<file path="src/rtl/rand_verif_pkg.sv">
// ---------------------------------------------------------------------------
// rand_verif_pkg
//   Shared types and constants for the synthesizable random-stimulus blocks
//   (rand_lfsr, rand_stream_throttle and future siblings).
//
//   Contents:
//     throttle_state_e : FSM state of rand_stream_throttle (OPEN / WAIT)
//     LfsrPoly         : default Galois feedback polynomial for 32-bit LFSRs
//     WaitCntWidth     : width of the throttle gap down-counter
//     satInc32         : saturating 32-bit increment used by statistic counters
// ---------------------------------------------------------------------------
package rand_verif_pkg;

  typedef enum logic {
    THR_OPEN,
    THR_WAIT
  } throttle_state_e;

  localparam logic [31:0] LfsrPoly = 32'h8020_0003;

  localparam int unsigned WaitCntWidth = 16;

  // Statistic counters stick at all-ones instead of wrapping, so a long run
  // never reports a misleadingly small count.
  function automatic logic [31:0] satInc32(input logic [31:0] value);
    logic [31:0] result;
    if (value == 32'hFFFF_FFFF) begin
      result = value;
    end else begin
      result = value + 32'd1;
    end
    return result;
  endfunction

endpackage : rand_verif_pkg

</file>
<file path="src/rtl/rand_lfsr.sv">
// ---------------------------------------------------------------------------
// rand_lfsr
//   Free-running Galois LFSR, reusable by any block that needs a cheap
//   pseudo-random source on silicon or FPGA where $urandom does not exist.
//   The register shifts right every clock while out of reset; when the bit
//   shifted out is 1 the polynomial is XORed into the shifted value.
//
//   Parameters:
//     Width : register width in bits (>= 2)
//     Poly  : feedback polynomial (Galois form, right-shifting)
//     Seed  : reset value, must be non-zero or the register locks at zero
//
//   Ports:
//     clk_i   in   1      clock, posedge
//     rst_ni  in   1      asynchronous active-low reset (loads Seed)
//     state_o out  Width  current LFSR contents
// ---------------------------------------------------------------------------
module rand_lfsr
  import rand_verif_pkg::*;
#(
  parameter int unsigned       Width = 32,
  parameter logic [Width-1:0]  Poly  = Width'(LfsrPoly),
  parameter logic [Width-1:0]  Seed  = Width'(32'hDEADBEEF)
) (
  input  logic             clk_i,
  input  logic             rst_ni,
  output logic [Width-1:0] state_o
);

  if (Width < 2) begin : gBadWidth
    $error("rand_lfsr: Width must be at least 2");
  end

  // An all-zero state is a fixed point of any XOR-feedback LFSR.
  if (Seed == '0) begin : gZeroSeed
    $error("rand_lfsr: Seed must be non-zero");
  end

  logic [Width-1:0] r_state;
  logic [Width-1:0] w_next;

  always_comb begin
    w_next = {1'b0, r_state[Width-1:1]};
    if (r_state[0]) begin
      w_next = w_next ^ Poly;
    end
  end

  always_ff @(posedge clk_i or negedge rst_ni) begin
    if (!rst_ni) begin
      r_state <= Seed;
    end else begin
      r_state <= w_next;
    end
  end

  assign state_o = r_state;

endmodule : rand_lfsr

</file>
<file path="src/rtl/rand_stream_throttle.sv">
// ---------------------------------------------------------------------------
// rand_stream_throttle
//   valid/ready pass-through that closes the stream for a pseudo-random
//   number of cycles after every transfer. Each gap w is drawn from
//   [MinWait, MaxWait] using the low 16 bits of a free-running LFSR, so the
//   same random back-pressure used on the simulation bench also runs on
//   emulation/FPGA. Payload is never buffered: data_o is data_i.
//
//   Parameters:
//     DataWidth : payload width in bits
//     MinWait   : minimum closed cycles after a transfer
//     MaxWait   : maximum closed cycles after a transfer (MinWait..65535)
//     Seed      : LFSR reset value, non-zero
//
//   Ports:
//     clk_i       in   1          clock, posedge
//     rst_ni      in   1          asynchronous active-low reset
//     en_i        in   1          1: throttle active, 0: pure pass-through
//     valid_i     in   1          upstream valid
//     ready_o     out  1          upstream ready
//     data_i      in   DataWidth  upstream payload
//     valid_o     out  1          downstream valid
//     ready_i     in   1          downstream ready
//     data_o      out  DataWidth  downstream payload
//     stalling_o  out  1          high while closed (WAIT and en_i=1)
//
//   Optional build macro RAND_STREAM_THROTTLE_STATS_EN adds:
//     xfer_cnt_o  out  32         saturating count of throttled transfers
//     stall_cnt_o out  32         saturating count of stalling cycles
// ---------------------------------------------------------------------------
module rand_stream_throttle
  import rand_verif_pkg::*;
#(
  parameter int unsigned DataWidth = 32,
  parameter int unsigned MinWait   = 0,
  parameter int unsigned MaxWait   = 8,
  parameter logic [31:0] Seed      = 32'hDEADBEEF
) (
  input  logic                 clk_i,
  input  logic                 rst_ni,
  input  logic                 en_i,
  input  logic                 valid_i,
  output logic                 ready_o,
  input  logic [DataWidth-1:0] data_i,
  output logic                 valid_o,
  input  logic                 ready_i,
  output logic [DataWidth-1:0] data_o,
  output logic                 stalling_o
`ifdef RAND_STREAM_THROTTLE_STATS_EN
  ,
  output logic [31:0]          xfer_cnt_o,
  output logic [31:0]          stall_cnt_o
`endif
);

  // -------------------------------------------------------------------------
  // Elaboration-time parameter checks
  // -------------------------------------------------------------------------
  if (MinWait > MaxWait) begin : gBadRange
    $error("rand_stream_throttle: MinWait must not exceed MaxWait");
  end

  if (MaxWait >= (1 << WaitCntWidth)) begin : gBadMax
    $error("rand_stream_throttle: MaxWait must fit in the 16-bit gap counter");
  end

  if (Seed == 32'd0) begin : gBadSeed
    $error("rand_stream_throttle: Seed must be non-zero");
  end

  // Number of distinct gap values; 17 bits because a full 0..65535 range
  // has 65536 entries.
  localparam logic [WaitCntWidth:0] WaitRange = (WaitCntWidth + 1)'(MaxWait - MinWait + 1);

  // -------------------------------------------------------------------------
  // Random source
  // -------------------------------------------------------------------------
  logic [31:0] w_lfsr;

  rand_lfsr #(
    .Width (32),
    .Poly  (LfsrPoly),
    .Seed  (Seed)
  ) u_lfsr (
    .clk_i   (clk_i),
    .rst_ni  (rst_ni),
    .state_o (w_lfsr)
  );

  // Only the low half of the LFSR feeds the gap draw.
  logic w_unusedLfsrHigh;
  assign w_unusedLfsrHigh = ^w_lfsr[31:16];

  // -------------------------------------------------------------------------
  // Gap draw: w = MinWait + (lfsr[15:0] mod range). With MinWait == MaxWait
  // the range is 1 and the modulo folds away to a constant.
  // -------------------------------------------------------------------------
  logic [WaitCntWidth:0]   w_mod;
  logic [WaitCntWidth-1:0] w_wait;

  assign w_mod  = {1'b0, w_lfsr[15:0]} % WaitRange;
  assign w_wait = WaitCntWidth'((WaitCntWidth + 1)'(MinWait) + w_mod);

  // -------------------------------------------------------------------------
  // Throttle FSM
  // -------------------------------------------------------------------------
  throttle_state_e         r_state;
  logic [WaitCntWidth-1:0] r_cnt;

  logic w_closed;
  logic w_xfer;

  // Closing is gated by en_i combinationally so that dropping en_i opens the
  // stream in the very same cycle, even in the middle of a gap.
  assign w_closed = (r_state == THR_WAIT) && en_i;
  assign w_xfer   = valid_i && ready_i && en_i && (r_state == THR_OPEN);

  // WAIT is only ever entered straight after a handshake, so valid_o can
  // never be withdrawn while a beat is still pending downstream.
  // cnt holds the number of closed cycles still to go including the current
  // one; reaching 1 means this is the last closed cycle.
  always_ff @(posedge clk_i or negedge rst_ni) begin
    if (!rst_ni) begin
      r_state <= THR_OPEN;
      r_cnt   <= '0;
    end else if (!en_i) begin
      r_state <= THR_OPEN;
      r_cnt   <= '0;
    end else begin
      case (r_state)
        THR_OPEN: begin
          if (w_xfer && (w_wait != '0)) begin
            r_state <= THR_WAIT;
            r_cnt   <= w_wait;
          end
        end
        THR_WAIT: begin
          r_cnt <= r_cnt - 1'b1;
          if (r_cnt == WaitCntWidth'(1)) begin
            r_state <= THR_OPEN;
          end
        end
        default: begin
          r_state <= THR_OPEN;
          r_cnt   <= '0;
        end
      endcase
    end
  end

  // -------------------------------------------------------------------------
  // Stream outputs: zero latency, no storage
  // -------------------------------------------------------------------------
  assign valid_o    = valid_i && !w_closed;
  assign ready_o    = ready_i && !w_closed;
  assign data_o     = data_i;
  assign stalling_o = w_closed;

`ifdef RAND_STREAM_THROTTLE_STATS_EN
  // -------------------------------------------------------------------------
  // Optional statistics
  // -------------------------------------------------------------------------
  logic [31:0] r_xferCnt;
  logic [31:0] r_stallCnt;

  always_ff @(posedge clk_i or negedge rst_ni) begin
    if (!rst_ni) begin
      r_xferCnt  <= '0;
      r_stallCnt <= '0;
    end else begin
      if (w_xfer) begin
        r_xferCnt <= satInc32(r_xferCnt);
      end
      if (w_closed) begin
        r_stallCnt <= satInc32(r_stallCnt);
      end
    end
  end

  assign xfer_cnt_o  = r_xferCnt;
  assign stall_cnt_o = r_stallCnt;
`endif

endmodule : rand_stream_throttle

</file>
<file path="config.mk">
export PLATFORM = sky130hd
export DESIGN_NAME = rand_stream_throttle
export DESIGN_NICKNAME = d
export VERILOG_FILES = /design/src/rtl/rand_verif_pkg.sv /design/src/rtl/rand_lfsr.sv /design/src/rtl/rand_stream_throttle.sv
export SDC_FILE = /design/constraint.sdc
export NUM_CORES = 1
export LEC_CHECK = 0
export CAP_MARGIN = 25
export CORE_MARGIN = 1.5
export CORE_UTILIZATION = 50
export CTS_CLUSTER_DIAMETER = 80
export DETAILED_ROUTE_END_ITERATION = 7
export HOLD_SLACK_MARGIN = 0.1
export PLACE_DENSITY_LB_ADDON = 0.2
export SETUP_SLACK_MARGIN = 0.2
export SKIP_CTS_REPAIR_TIMING = 1
export SYNTH_ARGS = -nofsm -noshare
export SYNTH_HDL_FRONTEND = slang
export SYNTH_HIERARCHICAL = 1
export SYNTH_SLANG_ARGS = --single-unit
</file>
<file path="constraint.sdc">
create_clock -name clk_i -period 6.6 [get_ports clk_i]
set_clock_uncertainty 0.05 [all_clocks]
set_input_delay 1.65 -clock clk_i [delete_from_list [all_inputs] [get_ports clk_i]]
set_output_delay 1.65 -clock clk_i [all_outputs]
set_load 0.005 [all_outputs]
</file>
==> metrics.txt <==
total power 536.4 uW; Total GRT Usage 25.20%; num ports 72; Worst Reg2Reg Path Length in Cells 33; final setup fails 17; clk root buf clkbuf_8; slowest cell on the critical path dfstp_2; clock transition at the registers of the reported paths 0.09 ns; RR Startpoint u_lfsr/state_o[10]$_DFF_PN1_; Post-Route WL 14.11 mm; period utilization 111.8%; buffers added on ports 7; routed len/inst 17.04 um; cell mode on critical path buf_4; Critical Path Source Type flop; combinational power share 3.4%; Worst Slack Setup Final -0.7802 ns; Rows 35; RSZ-0062 raised after global routing true; TritonCTS Buffers 5; DR vias 5120; H-Tree Depth 2; Yosys warnings 6; CTS tree yes; Synth Cell Area 4908 um^2; initial core utilization 52.38%; hold slack 0.3107 ns; Psw 113.4 uW; Hold Path Depth 0; final-report max-slew violation count 0; FF-to-FF setup slack -0.78 ns; die height 102.1 um; largest net degree at the start of global routing 50; Crit Path Max Fanout 6; number of global-route vias before repair 4786; worst-skew pair later-pin latency 0.30 ns; RD Place Congestion 0.8970; # nets final 741; CP Data Required Time 6.74 ns; reg2reg end r_cnt[5]$_DFFE_PN0P_; fmax 135.5 MHz; critical path's largest stage delay 0.57 ns; Reg power frac 56.1%; leakage 2.734 nW; Final Hold Fails 0; endpoint type of the worst setup path flop; Vias/cell 6.184; DIE AREA 10420 um^2; Final ANT Viol Nets 0; Fin Setup TNS -11.39 ns; Rel. slew slack 55.99%; internal power 423.1 uW; Core Area 9371 um^2; Placement Setup Slack -0.9568 ns; drt initial violations 231; DRC 0; Worst Setup SP u_lfsr/state_o[10]$_DFF_PN1_; Die X 102.1 um; Max clock buf depth 2; Syn Nets 627; CP Class flop to flop; Power per Cell Area 82.95 nW/um^2; first-pass GRT wire length 21.82 mm; Cells after Synth 584; sw frac 21.14%; antenna violations before repair 0; average cell area after synthesis 8.405 um^2; max-cap viol count 0; share of layout cells above drive strength 1 43.63%; Hold Crit Class flop to flop; Final HPWL DP 9.821 mm; worst setup path end r_cnt[5]$_DFFE_PN0P_; gr ovfl total 0; worst path arrival time 7.52 ns; Clk pwr share 40.5%; antenna cells 0; worst vdd ir 0.1854 mV; status complete, but fails checks; slew at the pin closest to its max-slew limit 0.6434 ns; total iterations of the first detailed-routing run 5; CTS Sinks 49; area delta synth->final 31.76%; min cycle time layout 7.380 ns; failing checks setup timing
-- per-layer routing --
layer,vias to the layer above,track usage (%),wire (um)
met2,189,42.08,6886
met3,29,3.694,730
li1,2408,-,-
met1,2494,35.00,6316
met4,0,4.953,178
met5,-,0,0
-- final cells by class --
type / instances / area [um^2]
inverter: 24 / 90.09
clock inverter: 3 / 47.55
tap: 129 / 161.4
fill: 714 / 2904
sequential: 49 / 1256
multi-input combinational: 440 / 3437
timing repair buffer: 178 / 1406
clock buffer: 5 / 68.82
-- worst max-delay path: cells and delay by family (launching register included) --
family,cells,cell delay (ns)
AOI/OAI and AO/OA,15,2.97
xor gates and xnor gates,2,0.42
buffers and inverters,7,1.06
and+or+nand+nor,8,1.97
adders and majority gates,1,0.22
DFF,1,0.57
-- power by group through the flow --
stage                     clock network, mW  registers, mW  logic, mW
final                                 0.217          0.301     0.0185
after global routing                  0.235          0.301     0.0209
after CTS                             0.224          0.301     0.0167
after detailed placement                  0          0.306     0.0166
after global placement                    0          0.306     0.0162
after floorplan                           0          0.306     0.0210
-- sequential cells by signal, indices dropped and copies added (netlist names) --
signal	count
u_lfsr/state_o	32
r_cnt	16
r_state	1
-- worst min path at each step --
stage,startpoint,endpoint,slack [ns]
after detailed placement,u_lfsr/state_o[20]$_DFF_PN0_,u_lfsr/state_o[19]$_DFF_PN1_,0.29
after floorplan,u_lfsr/state_o[17]$_DFF_PN0_,u_lfsr/state_o[16]$_DFF_PN1_,0.28
after CTS,u_lfsr/state_o[28]$_DFF_PN1_,u_lfsr/state_o[27]$_DFF_PN1_,0.31
final,u_lfsr/state_o[28]$_DFF_PN1_,u_lfsr/state_o[27]$_DFF_PN1_,0.31
after global routing,u_lfsr/state_o[17]$_DFF_PN0_,u_lfsr/state_o[16]$_DFF_PN1_,0.32
after global placement,u_lfsr/state_o[17]$_DFF_PN0_,u_lfsr/state_o[16]$_DFF_PN1_,0.29
-- stage by stage --
stage          cell area, um^2  std cells  util, %
6_report                  6467        828    69.01
5_1_grt                   6467        828    69.01
4_1_cts                   5949        811    63.48
3_5_place_dp              5833        803    62.24
3_3_place_gp              5833        803    62.24
2_1_floorplan             4931        584        -
-- cell usage in the layout, fill, tap and decap left out, drive strengths merged, types with 6 or more instances in the layout --
| cell | count |
|---|---|
| nor2b | 10 |
| a31oi | 11 |
| nand3 | 21 |
| inv | 25 |
| nand2 | 44 |
| or3 | 7 |
| a21o | 7 |
| ha | 6 |
| dfrtp | 25 |
| o2bb2ai | 7 |
| and3 | 9 |
| dfstp | 24 |
| a21oi | 26 |
| xnor2 | 8 |
| o31ai | 7 |
| o21ai | 47 |
| and2 | 13 |
| nor2 | 39 |
| o21a | 6 |
| a2111oi | 6 |
| mux2i | 10 |
| clkdlybuf4s50 | 6 |
| nand2b | 7 |
| o22ai | 10 |
| o211ai | 12 |
| nor3 | 17 |
| a211oi | 10 |
| buf | 172 |
Power figures use the tool's default switching activity.
